`src/rtl/ysyx_25060173_pkg.sv`:
```
// Shared constants for the NPC front end: data width, reset PC,
// IFU state encoding and instruction size.
package ysyx_25060173_pkg;

  localparam int          XLEN       = 32;
  localparam logic [31:0] RESET_PC   = 32'h8000_0000;
  localparam int          INST_BYTES = 4;

  // IFU state encoding, kept as plain 2-bit constants so older blocks can
  // compare against them directly.
  localparam logic [1:0] S_REQ  = 2'd0;
  localparam logic [1:0] S_WAIT = 2'd1;
  localparam logic [1:0] S_OUT  = 2'd2;

  typedef logic [1:0] ifu_state_t;

endpackage

```
`src/rtl/ysyx_25060173_ifu_if.sv`:
```
// Bus bundle around the IFU: fetch request/response to instruction memory,
// the valid/ready instruction output to decode, and the redirect input.
// master = IFU side, slave = environment (memory, decode, execute).
interface ysyx_25060173_ifu_if #(
  parameter int XLEN = ysyx_25060173_pkg::XLEN
);

  logic            req_valid;
  logic            req_ready;
  logic [XLEN-1:0] req_addr;

  logic            rsp_valid;
  logic [XLEN-1:0] rsp_data;
  logic            rsp_err;

  logic            out_valid;
  logic            out_ready;
  logic [XLEN-1:0] out_pc;
  logic [XLEN-1:0] out_inst;
  logic            out_err;

  logic            redirect_valid;
  logic [XLEN-1:0] redirect_pc;

  modport master (
    output req_valid, req_addr,
    input  req_ready,
    input  rsp_valid, rsp_data, rsp_err,
    output out_valid, out_pc, out_inst, out_err,
    input  out_ready,
    input  redirect_valid, redirect_pc
  );

  modport slave (
    input  req_valid, req_addr,
    output req_ready,
    output rsp_valid, rsp_data, rsp_err,
    input  out_valid, out_pc, out_inst, out_err,
    output out_ready,
    output redirect_valid, redirect_pc
  );

endinterface

```
`src/rtl/ysyx_25060173_Reg.sv`:
```
// Generic register with write enable and synchronous active-high reset.
module ysyx_25060173_Reg #(
  parameter int               WIDTH     = 1,
  parameter logic [WIDTH-1:0] RESET_VAL = '0
) (
  input  logic             clk,
  input  logic             rst,
  input  logic             wen,
  input  logic [WIDTH-1:0] din,
  output logic [WIDTH-1:0] dout
);

  // Load reset value on rst, otherwise capture din when enabled.
  always_ff @(posedge clk) begin
    if (rst) begin
      dout <= RESET_VAL;
    end else if (wen) begin
      dout <= din;
    end
  end

endmodule

```
`src/rtl/ysyx_25060173_ifu.sv`:
```
// Multi-cycle instruction fetch unit. One outstanding fetch at a time:
// S_REQ issues the word fetch, S_WAIT waits for the response, S_OUT holds
// the instruction until decode takes it. A redirect wins in every state;
// a fetch already in flight when the redirect arrives is marked stale
// (kill) and its response is dropped on return.
module ysyx_25060173_ifu
  import ysyx_25060173_pkg::*;
#(
  parameter int               XLEN     = ysyx_25060173_pkg::XLEN,
  parameter logic [XLEN-1:0]  RESET_PC = ysyx_25060173_pkg::RESET_PC
) (
  input  logic                  clk,
  input  logic                  rst,
  ysyx_25060173_ifu_if.master   bus
);

  ifu_state_t      state_q, state_d;
  logic            kill_q, kill_d;
  logic            out_valid_q, out_valid_d;
  logic [XLEN-1:0] out_pc_q, out_pc_d;
  logic [XLEN-1:0] out_inst_q, out_inst_d;
  logic            out_err_q, out_err_d;

  logic [XLEN-1:0] pc_q, pc_d;
  logic            pc_wen;
  logic            req_fire;
  logic [XLEN-1:0] redirect_aligned;

  ysyx_25060173_Reg #(
    .WIDTH     (XLEN),
    .RESET_VAL (RESET_PC)
  ) u_pc_reg (
    .clk  (clk),
    .rst  (rst),
    .wen  (pc_wen),
    .din  (pc_d),
    .dout (pc_q)
  );

  // No request while reset is held or while the PC is being redirected.
  assign bus.req_valid = (state_q == S_REQ) && !bus.redirect_valid && !rst;
  assign bus.req_addr  = pc_q;
  assign req_fire      = bus.req_valid && bus.req_ready;

  assign redirect_aligned = {bus.redirect_pc[XLEN-1:2], 2'b00};

  assign bus.out_valid = out_valid_q;
  assign bus.out_pc    = out_pc_q;
  assign bus.out_inst  = out_inst_q;
  assign bus.out_err   = out_err_q;

  // Next-state logic: redirect first, then the normal fetch sequence.
  always_comb begin
    state_d     = state_q;
    kill_d      = kill_q;
    out_valid_d = out_valid_q;
    out_pc_d    = out_pc_q;
    out_inst_d  = out_inst_q;
    out_err_d   = out_err_q;
    pc_d        = pc_q;
    pc_wen      = 1'b0;

    if (bus.redirect_valid) begin
      pc_d   = redirect_aligned;
      pc_wen = 1'b1;
      case (state_q)
        S_REQ: begin
          state_d = S_REQ;
        end
        S_WAIT: begin
          if (bus.rsp_valid) begin
            // Response in the redirect cycle is simply discarded.
            kill_d  = 1'b0;
            state_d = S_REQ;
          end else begin
            kill_d  = 1'b1;
          end
        end
        S_OUT: begin
          // The held instruction is abandoned, not consumed.
          out_valid_d = 1'b0;
          state_d     = S_REQ;
        end
        default: begin
          state_d = S_REQ;
        end
      endcase
    end else begin
      case (state_q)
        S_REQ: begin
          if (req_fire) begin
            state_d = S_WAIT;
          end
        end
        S_WAIT: begin
          if (bus.rsp_valid) begin
            if (kill_q) begin
              kill_d  = 1'b0;
              state_d = S_REQ;
            end else begin
              out_inst_d  = bus.rsp_data;
              out_err_d   = bus.rsp_err;
              out_pc_d    = pc_q;
              out_valid_d = 1'b1;
              state_d     = S_OUT;
            end
          end
        end
        S_OUT: begin
          if (out_valid_q && bus.out_ready) begin
            pc_d        = pc_q + XLEN'(INST_BYTES);
            pc_wen      = 1'b1;
            out_valid_d = 1'b0;
            state_d     = S_REQ;
          end
        end
        default: begin
          state_d = S_REQ;
        end
      endcase
    end
  end

  // State and output latches; reset restores the idle, empty front end.
  always_ff @(posedge clk) begin
    if (rst) begin
      state_q     <= S_REQ;
      kill_q      <= 1'b0;
      out_valid_q <= 1'b0;
      out_pc_q    <= '0;
      out_inst_q  <= '0;
      out_err_q   <= 1'b0;
    end else begin
      state_q     <= state_d;
      kill_q      <= kill_d;
      out_valid_q <= out_valid_d;
      out_pc_q    <= out_pc_d;
      out_inst_q  <= out_inst_d;
      out_err_q   <= out_err_d;
    end
  end

endmodule

```
`src/flat_wrapper.sv`:
```
// flat-port wrapper written by rule: the top's interface ports become plain ports
module ysyx_25060173_ifu_flat import ysyx_25060173_pkg::*;
#(
  parameter int               XLEN     = ysyx_25060173_pkg::XLEN,
  parameter logic [XLEN-1:0]  RESET_PC = ysyx_25060173_pkg::RESET_PC
)
  (clk, rst, bus_req_valid, bus_req_addr, bus_req_ready, bus_rsp_valid, bus_rsp_data, bus_rsp_err, bus_out_valid, bus_out_pc, bus_out_inst, bus_out_err, bus_out_ready, bus_redirect_valid, bus_redirect_pc);
  ysyx_25060173_ifu_if #(.XLEN(XLEN)) bus_i ();
  input  logic clk;
  input  logic rst;
  output wire logic [$bits(bus_i.req_valid)-1:0] bus_req_valid;
  output wire logic [$bits(bus_i.req_addr)-1:0] bus_req_addr;
  input wire logic [$bits(bus_i.req_ready)-1:0] bus_req_ready;
  input wire logic [$bits(bus_i.rsp_valid)-1:0] bus_rsp_valid;
  input wire logic [$bits(bus_i.rsp_data)-1:0] bus_rsp_data;
  input wire logic [$bits(bus_i.rsp_err)-1:0] bus_rsp_err;
  output wire logic [$bits(bus_i.out_valid)-1:0] bus_out_valid;
  output wire logic [$bits(bus_i.out_pc)-1:0] bus_out_pc;
  output wire logic [$bits(bus_i.out_inst)-1:0] bus_out_inst;
  output wire logic [$bits(bus_i.out_err)-1:0] bus_out_err;
  input wire logic [$bits(bus_i.out_ready)-1:0] bus_out_ready;
  input wire logic [$bits(bus_i.redirect_valid)-1:0] bus_redirect_valid;
  input wire logic [$bits(bus_i.redirect_pc)-1:0] bus_redirect_pc;
  assign bus_req_valid = bus_i.req_valid;
  assign bus_req_addr = bus_i.req_addr;
  assign bus_i.req_ready = bus_req_ready;
  assign bus_i.rsp_valid = bus_rsp_valid;
  assign bus_i.rsp_data = bus_rsp_data;
  assign bus_i.rsp_err = bus_rsp_err;
  assign bus_out_valid = bus_i.out_valid;
  assign bus_out_pc = bus_i.out_pc;
  assign bus_out_inst = bus_i.out_inst;
  assign bus_out_err = bus_i.out_err;
  assign bus_i.out_ready = bus_out_ready;
  assign bus_i.redirect_valid = bus_redirect_valid;
  assign bus_i.redirect_pc = bus_redirect_pc;
  ysyx_25060173_ifu #(.XLEN(XLEN), .RESET_PC(RESET_PC)) u_core (.clk(clk), .rst(rst), .bus(bus_i));
endmodule
```
`config.mk`:
```
export PLATFORM = sky130hd
export DESIGN_NAME = ysyx_25060173_ifu_flat
export DESIGN_NICKNAME = d
export VERILOG_FILES = /design/src/rtl/ysyx_25060173_pkg.sv /design/src/rtl/ysyx_25060173_ifu_if.sv /design/src/rtl/ysyx_25060173_Reg.sv /design/src/rtl/ysyx_25060173_ifu.sv /design/src/flat_wrapper.sv
export SDC_FILE = /design/constraint.sdc
export NUM_CORES = 1
export LEC_CHECK = 0
export CORE_MARGIN = 5
export CORE_UTILIZATION = 51
export DETAILED_ROUTE_END_ITERATION = 8
export DONT_BUFFER_PORTS = 1
export PLACE_DENSITY = 0.76
export SYNTH_ARGS = -nofsm -noshare
export SYNTH_HDL_FRONTEND = slang
export SYNTH_SLANG_ARGS = --single-unit
```
`constraint.sdc`:
```
create_clock -name clk -period 2.55 [get_ports clk]
set_input_delay 0.51 -clock clk [delete_from_list [all_inputs] [get_ports clk]]
set_output_delay 0.51 -clock clk [all_outputs]
set_load 0.1 [all_outputs]
```
==> out/qor.txt <==
outcome -> finished, final reports clean
Net Sw Power -> 1.09 mW
CP cell instances -> inv_1, ha_1, and3_1, and4_1, nand4_4, or4_1, a311oi_1
pwr dens -> 652 nW/um^2
commonest non-fill, non-tap cells in the layout -> 156 x nand2_1, 98 x buf_4, 88 x dfxtp_1
Post-DP HPWL -> 8.52 mm
Port Buf Inserts -> 0
1st-pass router iterations -> 4
unrepaired setup endpoints after global routing -> false
Final WS setup -> 0.196 ns
Reg area -> 1950 sq um
worst hold-check path type -> in -> reg
CTS tree -> done
max-slew violations -> 0
proportion of synthesized chip area in sequential cells -> 46.6%
multi-input logic area -> 2050 sq um
Die Wd -> 100 um
largest net degree at the start of global routing -> 100
post-cts sizing count -> 0
synth-to-layout area growth -> 23.8%
layout cell share with drive strength beyond 1 -> 21.0%
Initial DRC Count -> 233
Post-Route WL -> 11.6 mm
Final min period -> 2.35 ns
Worst-path clk slew -> 0.10 ns
Fmax -> 0.425 GHz
initial antenna violation count -> 1
commonest non-fill, non-tap cell in the layout -> nand2_1
leakage power -> 1.97 nW
clk buf depth -> 2
Slew Limit Headroom -> 65.2%
number of flops mapped to enable cells by yosys -> 0
first-pass GRT wire length -> 18.5 mm
switch share -> 32.4%
MaxCap Viol Count -> 0
synth warn -> 0
Ports -> 170
mapped cell area -> 4170 sq um
Crit Path Max Fanout -> 6
WL/cell -> 16.2 um
Worst EP required -> 2.81 ns
Hold Fails Final Rpt -> 0
H-tree depth -> 3
Starting Density -> 51.5%
vias per inst -> 5.53
Final Skew -> 0.0139 ns
Skew-Pair Late Insertion Delay -> 0.36 ns
gpl congestion -> 0.943
Final setup viols -> 0
Routed Antenna Nets -> 0
FFs w/ async S/R, synth -> 0%
Setup Fix Bufs, Post-CTS -> 0
GR Util All Layers -> 22.5%
Mean Syn Cell Area -> 7.81 sq um
Post-Syn Instances -> 534
Yosys cell types -> 42
Inserted Diodes -> 0
Logic pwr share -> 18.9%
Root Buffer Master -> clkbuf_8
clock sinks -> 97
hold_buf cts -> 0
vias in the first global route -> 3,988
final net count -> 684
critical path's top delay family -> simple AND/OR/NAND/NOR gates
Die Y -> 100 um
Clk network pwr share -> 33.5%
Max stage delay on crit path -> 0.50 ns
DRC Markers -> 0
Setup WS pre-CTS -> 0.278 ns
worst setup path class -> reg -> reg
grt ovf -> 0
Tcrit/Tclk final -> 92.3%
Filler cells -> 708
CP arrival -> 2.62 ns
ys flop type -> dfxtp_1
row cnt -> 33
Int Pwr -> 2.27 mW
Worst Tran Pin Value -> 0.520 ns
Seq cells post-synth -> 97
placeable core region -> 8090 sq um
Buf/Inv on CP -> 1
Flop pwr share -> 47.7%
cts bufs inserted -> 9
die area -> 10,100 sq um
Setup crit end kind -> register
total number of vias -> 3,975
Post-Route Setup TNS -> 0 ns
Critical Path Slowest Stage Cell -> or4_1
Peak VDD IR -> 398 uV
crit start category -> register
[final cells by class]
class	count	area share, %
inverter	6	0.436
tap	105	2.54
clock inverter	6	1.74
sequential	97	37.8
multi-input combinational	395	39.8
timing repair buffer	100	15.0
clock buffer	10	2.67
[final timing paths]
kind / start / endpoint / slack, ns / depth (start not counted)
worst min register to register: u_core.bus.out_pc[11] / u_core.bus.out_pc[11] / 0.46 / 2
worst min-delay path: rst / u_core.u_pc_reg.dout[20] / 0.21 / 1
worst max register to register: u_core.state_q[0] / u_core.u_pc_reg.dout[29] / 0.20 / 7
worst max-delay path: u_core.state_q[0] / u_core.u_pc_reg.dout[29] / 0.20 / 7
[metrics by stage]
step	cells	total power, mW	hold WS, ns	cell area [sq um]	util [%]
floorplan	537	2.18	0.487	4200	-
global placement	703	2.26	0.436	4940	61.0
detailed placement	703	2.27	0.443	4940	61.0
CTS	719	3.39	0.193	5160	63.8
global route	719	3.49	0.185	5160	63.8
finish	719	3.37	0.206	5160	63.8
[sequential cells by signal, indices dropped and copies added, names as in the netlist]
signal                cells
u_core.bus.out_valid      1
u_core.bus.out_inst      32
u_core.bus.out_pc        30
u_core.bus.out_err        1
u_core.u_pc_reg.dout     30
u_core.kill_q             1
u_core.state_q            2
[Yosys cell counts (all sizes together) (5+ instances only)]
library cell	count	area [sq um]
and3	11	68.8
nor2	28	105
xnor2	12	105
nand3	13	65.1
a211oi	14	105
nand4	16	115
dfxtp	97	1940
nor3	5	25.0
nor4	5	31.3
o21ai	5	25.0
buf	10	70.1
nand2	156	586
clkbuf	29	109
inv	5	18.8
xor2	8	70.1
a21oi	77	385
[logic make-up after synthesis]
logic type                 count (synthesis)  synth area share [%]
xor gates and xnor gates                  20                  4.20
DFF                                       97                  46.6
adders and majority gates                  4                  1.20
and+or+nand+nor                          254                  27.4
other                                      1                0.0899
muxes                                      2                 0.480
AOI/OAI and AO/OA                        111                  15.2
buffers and inverters                     45                  4.83
[power by group through the flow]
stage / Clock [mW] / Sequential (mW) / Combinational (mW)
after floorplan: 0 / 1.98 / 0.196
after global placement: 0 / 1.63 / 0.627
after detailed placement: 0 / 1.64 / 0.637
after CTS: 1.14 / 1.60 / 0.638
after global routing: 1.21 / 1.61 / 0.665
final: 1.13 / 1.60 / 0.636
[per-layer routing]
layer	vias to the layer above	GRT usage [%]	part of all wire [%]
li1	1964	-	-
met1	1829	26.0	38
met2	156	38.3	49
met3	24	7.57	9.7
met4	2	9.02	2.6
met5	-	0	0.11
Note: power is estimated with default switching activity, not from simulation.
